### src/rtl/mesi_coherence_monitor.sv
// Scanning MESI coherence invariant monitor: one line per cycle, sticky flag, first-violation capture, saturating count.
// Optional illegal-encoding check is enabled by defining MESI_MON_ILLEGAL_ENC_CHECK_EN.
module mesi_coherence_monitor #(
    parameter int                 CPU_NUM  = 4,
    parameter int                 LINE_NUM = 10,
    parameter int                 STATE_W  = 4,
    parameter logic [STATE_W-1:0] ST_M     = 4'b1001,
    parameter logic [STATE_W-1:0] ST_E     = 4'b0101,
    parameter logic [STATE_W-1:0] ST_S     = 4'b0011,
    parameter logic [STATE_W-1:0] ST_I     = 4'b0000,
    parameter int                 CNT_W    = 16
) (
    input  logic                                  clk,
    input  logic                                  rst,
    input  logic                                  en_i,
    input  logic                                  clr_i,
    input  logic [CPU_NUM*LINE_NUM*STATE_W-1:0]   cache_state_i,
    output logic [$clog2(LINE_NUM)-1:0]           scan_line_o,
    output logic                                  viol_pulse_o,
    output logic                                  violation_o,
    output logic [$clog2(LINE_NUM)-1:0]           first_line_o,
    output logic [CPU_NUM-1:0]                    first_cpu_mask_o,
    output logic [1:0]                            first_kind_o,
    output logic [CNT_W-1:0]                      viol_cnt_o,
    output logic                                  sweep_done_o
);
    localparam int                LW        = $clog2(LINE_NUM);
    localparam logic [LW-1:0]     LAST_LINE = LW'(LINE_NUM - 1);
    localparam logic [CPU_NUM-1:0] ONE_CPU  = {{(CPU_NUM-1){1'b0}}, 1'b1};
    localparam logic [CNT_W-1:0]  ONE_CNT   = {{(CNT_W-1){1'b0}}, 1'b1};

    logic [LW-1:0]                    scan_line_r;
    logic                             s1_valid_r;
    logic [LW-1:0]                    s1_line_r;
    logic [CPU_NUM-1:0][STATE_W-1:0]  s1_state_r;
    logic [CPU_NUM-1:0][STATE_W-1:0]  line_state_s;

    logic [CPU_NUM-1:0] owner_s;
    logic [CPU_NUM-1:0] illegal_s;
    logic [CPU_NUM-1:0] mask_s;
    logic [1:0]         kind_s;
    logic               me_s;
    logic               excl_s;
    logic               viol_s;

    logic               viol_pulse_r;
    logic               violation_r;
    logic [LW-1:0]      first_line_r;
    logic [CPU_NUM-1:0] first_cpu_mask_r;
    logic [1:0]         first_kind_r;
    logic [CNT_W-1:0]   viol_cnt_r;
    logic               sweep_done_r;

    // Gather the state codes of every CPU for the line under the scan pointer.
    always_comb begin
        line_state_s = '0;
        for (int c = 0; c < CPU_NUM; c++) begin
            line_state_s[c] = cache_state_i[(c*LINE_NUM + int'(scan_line_r))*STATE_W +: STATE_W];
        end
    end

    // Scan pointer and stage-1 snapshot; valid drops on a disabled edge so the pipe drains.
    always_ff @(posedge clk or negedge rst) begin
        if (!rst) begin
            scan_line_r <= '0;
            s1_valid_r  <= 1'b0;
            s1_line_r   <= '0;
            s1_state_r  <= '0;
        end else if (en_i) begin
            scan_line_r <= (scan_line_r == LAST_LINE) ? '0 : scan_line_r + LW'(1);
            s1_valid_r  <= 1'b1;
            s1_line_r   <= scan_line_r;
            s1_state_r  <= line_state_s;
        end else begin
            s1_valid_r  <= 1'b0;
        end
    end

    // Stage-2 evaluation of the snapshot: exclusivity and, optionally, illegal encodings.
    always_comb begin
        owner_s   = '0;
        illegal_s = '0;
        me_s      = 1'b0;
        for (int c = 0; c < CPU_NUM; c++) begin
            owner_s[c] = (s1_state_r[c] != ST_I);
            me_s       = me_s | (s1_state_r[c] == ST_M) | (s1_state_r[c] == ST_E);
`ifdef MESI_MON_ILLEGAL_ENC_CHECK_EN
            illegal_s[c] = !((s1_state_r[c] == ST_M) || (s1_state_r[c] == ST_E) ||
                             (s1_state_r[c] == ST_S) || (s1_state_r[c] == ST_I));
`endif
        end
        // x & (x-1) is non-zero exactly when more than one owner bit is set.
        excl_s = me_s & (|(owner_s & (owner_s - ONE_CPU)));
        mask_s = (excl_s ? owner_s : '0) | illegal_s;
        kind_s = {|illegal_s, excl_s};
        viol_s = s1_valid_r & (excl_s | (|illegal_s));
    end

    // Result registers: pulse, sticky flag, first-violation capture and saturating counter.
    always_ff @(posedge clk or negedge rst) begin
        if (!rst) begin
            viol_pulse_r     <= 1'b0;
            sweep_done_r     <= 1'b0;
            violation_r      <= 1'b0;
            first_line_r     <= '0;
            first_cpu_mask_r <= '0;
            first_kind_r     <= 2'b00;
            viol_cnt_r       <= '0;
        end else begin
            viol_pulse_r <= viol_s;
            sweep_done_r <= s1_valid_r && (s1_line_r == LAST_LINE);
            if (viol_s) begin
                violation_r <= 1'b1;
                if (clr_i) begin
                    viol_cnt_r <= ONE_CNT;
                end else if (viol_cnt_r != {CNT_W{1'b1}}) begin
                    viol_cnt_r <= viol_cnt_r + ONE_CNT;
                end else begin
                    viol_cnt_r <= viol_cnt_r;
                end
                if (clr_i || !violation_r) begin
                    first_line_r     <= s1_line_r;
                    first_cpu_mask_r <= mask_s;
                    first_kind_r     <= kind_s;
                end else begin
                    first_line_r     <= first_line_r;
                end
            end else if (clr_i) begin
                violation_r      <= 1'b0;
                first_line_r     <= '0;
                first_cpu_mask_r <= '0;
                first_kind_r     <= 2'b00;
                viol_cnt_r       <= '0;
            end else begin
                violation_r      <= violation_r;
            end
        end
    end

    assign scan_line_o      = scan_line_r;
    assign viol_pulse_o     = viol_pulse_r;
    assign violation_o      = violation_r;
    assign first_line_o     = first_line_r;
    assign first_cpu_mask_o = first_cpu_mask_r;
    assign first_kind_o     = first_kind_r;
    assign viol_cnt_o       = viol_cnt_r;
    assign sweep_done_o     = sweep_done_r;

endmodule

### config.mk
export PLATFORM = sky130hd
export DESIGN_NAME = mesi_coherence_monitor
export DESIGN_NICKNAME = d
export VERILOG_FILES = /design/src/rtl/mesi_coherence_monitor.sv
export SDC_FILE = /design/constraint.sdc
export NUM_CORES = 1
export LEC_CHECK = 0
export BUFFER_PORTS_ARGS = -buffer_cell sky130_fd_sc_hd__buf_2
export CAP_MARGIN = 15
export CORE_UTILIZATION = 48
export CTS_BUF_LIST = sky130_fd_sc_hd__clkbuf_4
export DETAILED_ROUTE_END_ITERATION = 8
export PLACE_DENSITY = 0.83
export SETUP_SLACK_MARGIN = 0.4
export SLEW_MARGIN = 20
export SYNTH_ARGS = -nofsm -noshare
export SYNTH_HDL_FRONTEND = slang
export SYNTH_SLANG_ARGS = --single-unit
export TNS_END_PERCENT = 10
### constraint.sdc
create_clock -name clk -period 2.8 [get_ports clk]
set_clock_uncertainty 0.05 [all_clocks]
set_input_delay 0.28 -clock clk [delete_from_list [all_inputs] [get_ports clk]]
set_output_delay 0.28 -clock clk [all_outputs]
set_load 0.05 [all_outputs]
==> flow_summary.yaml, run 1 <==
outcome:
  outcome: "finished, final reports clean"
worst_setup_path:
  endpoint: "viol_cnt_o[7]"
  required_ns: 3.06
  cp_cell_sequence: "ha_4 > and4_4 > nand2_2 > nor4_1 > or3_4 > buf_12 > or4_1 > a21oi_1"
  cp-startpoint: "viol_cnt_o[0]"
  cp_slowest_cell: "dfrtp_2"
  slowest_delay_ns: 0.46
  cp.arrival_ns: 2.63
  r2r-end: "viol_cnt_o[7]"
  crit_path_max_fanout: 14
  cp.depth: 8
  r2r_setup_slack_ns: 0.44
  path_delay_family: "simple AND/OR/NAND/NOR gates"
  cp_num_buf_inv: 1
  reg2reg_depth: 8
  crit_type: "flop to flop"
  worst_setup_path_start_kind: "flop"
  r2r-start: "viol_cnt_o[0]"
  crit_path_end_kind: "flop"
finish:
  fill_cells: 647
  layout-drive-gt1-share_pct: 58.8
  syn2layout_area_growth_pct: 31.3
  diodes: 0
  layout.nets: 683
  register_area_mm2: 0.00133
  multi_input_area_mm2: 0.00265
power_and_ir_drop:
  leakage_nw: 2.43
  p_per_area_mw_per_mm2: 920
  irDropWorstVdd_uv: 550
  power_mw: 4.96
timing:
  finalHoldViolCount: 0
  final.period_utilization_pct: 84.4
  rsz0062_at_grt: "true"
  slew_headroom_pct: 42.9
  worst_pin_slew_ns: 0.857
  fin_ws_ns: 0.436
  layout_min_cycle_time_ns: 2.36
  max_clock_freq_ghz: 0.423
  slew_viol_final: 0
  finalSetupTns_ns: 0
  setup_viol: 0
floorplanning:
  io_pins: 197
  rows: 33
  fp.dieW_um: 94.5
  fp.dieH_um: 94.5
  core_mm2: 0.00826
  die_area_mm2: 0.00892
  start_util_pct: 49.7
global_route:
  grt_start_max_net_pins: 29
  antenna_found_initial: 0
  track_usage_pct: 27.3
  gr-total-overflow: 0
  grt_pass1_wl_um: 18800
  first_global_vias: 3929
route:
  first_iter_violations: 144
  ant_nets: 0
  drc: 0
  viasPerCell: 6.17
  vias: 3847
  totalWireLength_um: 12000
  dr.pass1.iters: 4
  wl_per_cell_um: 19.3
cts:
  cts_buffers: 5
  cts_tree: "done"
  clock_path_buffers: 2
  clock_latency_ns: 0.38
  cts_root_buf: "clkbuf_4"
  path_clk_slew_ns: 0.16
  cts.sinks: 53
  h-tree-depth: 2
synth:
  synth_xor_area_share_pct: 1.49
  synth_top_area_cell: "mux4_2"
  syn_nets: 489
  synth_cell_types: 42
  yosys-mux-area-fraction_pct: 41.1
  yosys_warnings: 0
  synth.most_common_cell: "mux4_2"
  synth_simple_gate_area_share_pct: 10.8
  synth-main-ff-cell: "dfrtp_1"
  yosysTopAreaCellShare_pct: 34.0
  ys_ff_latch: 53
  synth.cell_area_mm2: 0.00410
  synth-compound-area-share_pct: 9.76
  netlist_top_cells_area: "mux4_2 34%, dfrtp_1 32%, mux2i_1 5.1%"
  async_flop_share_pct: 100
  yosys.area_share.adder_pct: 0.305
  ys_seq_area_share_pct: 32.3
  synth_top_family_by_area: "multiplexers"
  synthCells: 324
  synth_edf_count: 0
  ys_top_cells_by_count: "62 x mux4_2, 53 x dfrtp_1, 21 x mux2i_1, 16 x clkbuf_1"
  syn_area_per_cell_um2: 12.7
place:
  gp_congestion: 1.01
  pre_cts_slack_ns: 0.283
  place_hpwl_um: 9470
  io_buffer_count: 195
min_path:
  whs_path_depth: 1
  min_path_type: "input port to flop"
run:
  max_cap_violations: 0
power by group:
group / switching [mW] / leakage [nW] / internal (mW) / total, mW
registers: 0.359 / 0.677 / 1.02 / 1.38
logic: 1.54 / 1.72 / 1.68 / 3.22
clock network: 0.238 / 0.0324 / 0.119 / 0.357
total: 2.14 / 2.43 / 2.82 / 4.96
cell usage in the layout, fill, tap and decap left out, types with 4 or more instances in the layout:
cell | netlist | final
nor4_1 | 5 | 5
o2bb2ai_1 | 4 | 4
nor2_1 | 6 | 6
o31ai_1 | 7 | 7
clkbuf_4 | 0 | 7
buf_4 | 4 | 15
xnor2_1 | 6 | 6
nand2b_1 | 12 | 12
mux2i_1 | 21 | 21
o221ai_1 | 10 | 10
a21oi_1 | 14 | 12
buf_2 | 5 | 195
or3_1 | 8 | 7
or4_1 | 7 | 7
inv_1 | 8 | 8
a22o_1 | 4 | 4
nand3_1 | 11 | 11
mux2_2 | 7 | 7
nand2_1 | 12 | 11
o21ai_0 | 14 | 14
dfrtp_1 | 53 | 49
mux4_2 | 62 | 62
per-stage QoR:
stage	hold slack, ns	utilization (%)	cell area [um2]	std cells
floorplan	-0.0656	-	4110	324
global placement	0.170	62.8	5180	607
detailed placement	0.169	62.8	5180	607
CTS	0.192	63.9	5280	618
global route	0.200	65.2	5390	624
finish	0.190	65.2	5390	624
sequential cells by signal (all words and copies together), names as in the netlist, 4 cells and up:
name,flops
first_cpu_mask_o,4
scan_line_o,4
s1_line_r,4
first_line_o,4
viol_cnt_o,16
s1_state_r,16
final cells by class:
cell class              count  area share [%]
clock inverters             1           0.139
flip-flops and latches     53            24.8
clock buffers               7           0.975
repair buffers            215            22.0
multi-input cells         235            49.2
inverters                   8           0.557
well taps                 105            2.44
worst reg2reg max path: stages, from the launching register on:
cell     delay, ns
dfrtp_2       0.46
ha_4          0.18
and4_4        0.20
nand2_2       0.10
nor4_1        0.08
or3_4         0.45
buf_12        0.16
or4_1         0.46
a21oi_1       0.16
repair_timing:
action | CTS | global route
resized for setup | 3 | 9
hold buffers | 1 | 0
endpoints found under the setup margin | 11 | 12
endpoints found under the hold margin | 14 | 0
pin swaps | 0 | 4
setup buffers | 2 | 5
cloned | 0 | 1
logic make-up (layout without fill, tap and decap cells):
logic type,after synthesis,after routing
other cells,1,1
compound gates,58,58
simple gates,78,78
mux,90,90
xor+xnor,7,7
flops,53,53
buf+inv,36,231
fa+ha+maj,1,1
layer usage:
metal	global-route usage, %	wire length (um)	part of all wire (%)	up-vias
met5	0	0	0	-
met4	10.1	393	3.3	0
met3	5.15	827	6.9	41
met2	48.4	6350	53	211
met1	33.1	4480	37	1881
li1	-	-	-	1714
how the worst min path moves through the flow:
stage,start,end,slack [ns]
3_5_place_dp,rst,s1_line_r[3],0.17
3_3_place_gp,rst,s1_line_r[0],0.17
6_report,en_i,s1_valid_r,0.19
5_1_grt,en_i,s1_valid_r,0.20
2_1_floorplan,rst,first_cpu_mask_o[0],-0.07
4_1_cts,en_i,s1_valid_r,0.19
(Power assumes the default switching activity.)
==> inputs of run 2 (changes only) <==
--- a/config.mk
+++ b/config.mk
@@ -7,10 +7,10 @@
 export LEC_CHECK = 0
 export BUFFER_PORTS_ARGS = -buffer_cell sky130_fd_sc_hd__buf_2
 export CAP_MARGIN = 15
-export CORE_UTILIZATION = 48
+export CORE_UTILIZATION = 44
 export CTS_BUF_LIST = sky130_fd_sc_hd__clkbuf_4
 export DETAILED_ROUTE_END_ITERATION = 8
-export PLACE_DENSITY = 0.83
+export PLACE_DENSITY = 0.8
 export SETUP_SLACK_MARGIN = 0.4
 export SLEW_MARGIN = 20
 export SYNTH_ARGS = -nofsm -noshare
==> constraint.sdc (replaced) <==
create_clock -name clk -period 2 [get_ports clk]
set_clock_uncertainty 0.05 [all_clocks]
set_input_delay 0.2 -clock clk [delete_from_list [all_inputs] [get_ports clk]]
set_output_delay 0.2 -clock clk [all_outputs]
set_load 0.05 [all_outputs]
==> run 2 against run 1 <==
  * The run now ends with negative setup slack left
  * Clock-buffer cell count decreased by 1
  * Sequential power is 27% higher
  * Wire length rose by 2.6%
  * Total power is 52% higher
  * Design area grew 7.0%
  * Combinational power increased by 65%
  * Critical path depth is 1 lower
  * Sequential share of layout area is 1.6 points lower
  * Critical path type unchanged
  * Critical endpoint is now viol_cnt_o[9]
==> flow_summary.yaml, run 2 (synthesis results as in run 1) <==
worst_setup_path:
  cp.arrival_ns: 2.52
  path_delay_family: "simple AND/OR/NAND/NOR gates"
  r2r-start: "s1_state_r[10]"
  crit_path_end_kind: "flop"
  required_ns: 2.27
  slowest_delay_ns: 0.49
  cp_cell_sequence: "xnor2_1 > nor3b_2 > o311ai_2 > or3_4 > buf_12 > or4_1 > a21oi_2"
  crit_path_max_fanout: 28
  cp_slowest_cell: "or4_1"
  crit_type: "flop to flop"
  cp-startpoint: "s1_state_r[10]"
  cp_num_buf_inv: 1
  worst_setup_path_start_kind: "flop"
global_route:
  antenna_found_initial: 0
  first_global_vias: 4227
  grt_start_max_net_pins: 42
  gr-total-overflow: 0
  grt_pass1_wl_um: 20100
  track_usage_pct: 26.2
timing:
  fin_ws_ns: -0.244
  slew_viol_final: 0
  final.period_utilization_pct: 112
  rsz0062_at_grt: "true"
  slew_headroom_pct: 61.9
  finalSetupTns_ns: -3.58
  finalHoldViolCount: 0
  hold_slack_ns: 0.115
  setup_viol: 30
  layout_min_cycle_time_ns: 2.24
  worst_pin_slew_ns: 0.566
  max_clock_freq_ghz: 0.446
cts:
  clock_path_buffers: 2
  cts_root_buf: "clkbuf_4"
  cts.sinks: 53
  cts_buffers: 5
  h-tree-depth: 2
  clock_latency_ns: 0.38
  path_clk_slew_ns: 0.16
  cts_tree: "done"
power_and_ir_drop:
  p_per_area_mw_per_mm2: 1310
  leakage_nw: 2.64
  irDropWorstVdd_uv: 738
  power_mw: 7.54
floorplanning:
  core_mm2: 0.00889
  fp.dieH_um: 98.6
  start_util_pct: 46.2
  fp.dieW_um: 98.6
  rows: 34
  die_area_mm2: 0.00972
  io_pins: 197
finish:
  fin_util_pct: 64.8
  final_common_cell: "buf_2"
  syn2layout_area_growth_pct: 40.5
  layout-drive-gt1-share_pct: 63.5
  final_cell_mix: "192 x buf_2, 62 x mux4_2, 48 x dfrtp_1"
  diodes: 0
  layout.nets: 717
  fin_area_mm2: 0.00576
  fill_cells: 676
place:
  place_area_mm2: 0.00559
  gp_congestion: 0.875
  io_buffer_count: 195
  place_hpwl_um: 10100
route:
  drc: 0
  vias: 3969
  ant_nets: 0
  totalWireLength_um: 12400
  viasPerCell: 6.00
  dr.pass1.iters: 4
  wl_per_cell_um: 18.7
  first_iter_violations: 202
min_path:
  min_path_type: "input port to flop"
  min-delay-start: "cache_state_i[153]"
outcome:
  violations: "negative setup slack"
  outcome: "finished with violations"
run:
  max_cap_violations: 0
## run 2: layout make-up
type / instances / area (um2) / share of cell area [%]
clock buffer: 6 / 45.0 / 0.781
clock inverter: 2 / 13.8 / 0.239
inverter: 8 / 30.0 / 0.521
multi-input combinational: 235 / 2710 / 47.0
sequential: 53 / 1340 / 23.2
tap: 108 / 135 / 2.34
timing repair buffer: 249 / 1500 / 26.0
## run 2: metal layers
layer,global-route usage (%),part of all wire (%)
met1,32.5,39
met2,45.2,52
met3,4.54,5.8
met4,11.8,3.0
met5,0,0
## run 2: repair_timing
item	in CTS	in global routing
pin swaps	10	1
hold buffers	1	0
cloned	0	0
setup endpoints to repair	45	47
hold endpoints to repair	20	0
buffers inserted	1	0
gates resized for setup	18	9
## run 2: metrics by stage
step,setup WS (ns),cells
2_1_floorplan,-0.282,324
3_3_place_gp,-0.163,651
3_5_place_dp,-0.214,651
4_1_cts,-0.230,661
5_1_grt,-0.321,661
6_report,-0.244,661
## run 2: worst register-to-register path: stages (launching register included)
cell and delay [ns]:
dfrtp_1 0.43, xnor2_1 0.15, nor3b_2 0.22, o311ai_2 0.15
or3_4 0.41, buf_12 0.17, or4_1 0.49, a21oi_2 0.13
## run 2: final timing paths
| kind | to | slack [ns] | cells after the start |
|---|---|---|---|
| setup / recovery | viol_cnt_o[9] | -0.24 | 7 |
| hold / removal | s1_state_r[13] | 0.11 | 3 |
| setup reg to reg | viol_cnt_o[9] | -0.24 | 7 |
| hold reg to reg | first_cpu_mask_o[1] | 0.47 | 1 |
| max in group asynchronous | viol_cnt_o[1] | 1.07 | 3 |
| min in group asynchronous | viol_pulse_o | 0.25 | 2 |
## run 2: where the power goes
| part | total (mW) | switching, mW | internal [mW] |
|---|---|---|---|
| combinational | 5.30 | 2.48 | 2.82 |
| clock | 0.493 | 0.338 | 0.155 |
| sequential | 1.75 | 0.323 | 1.43 |
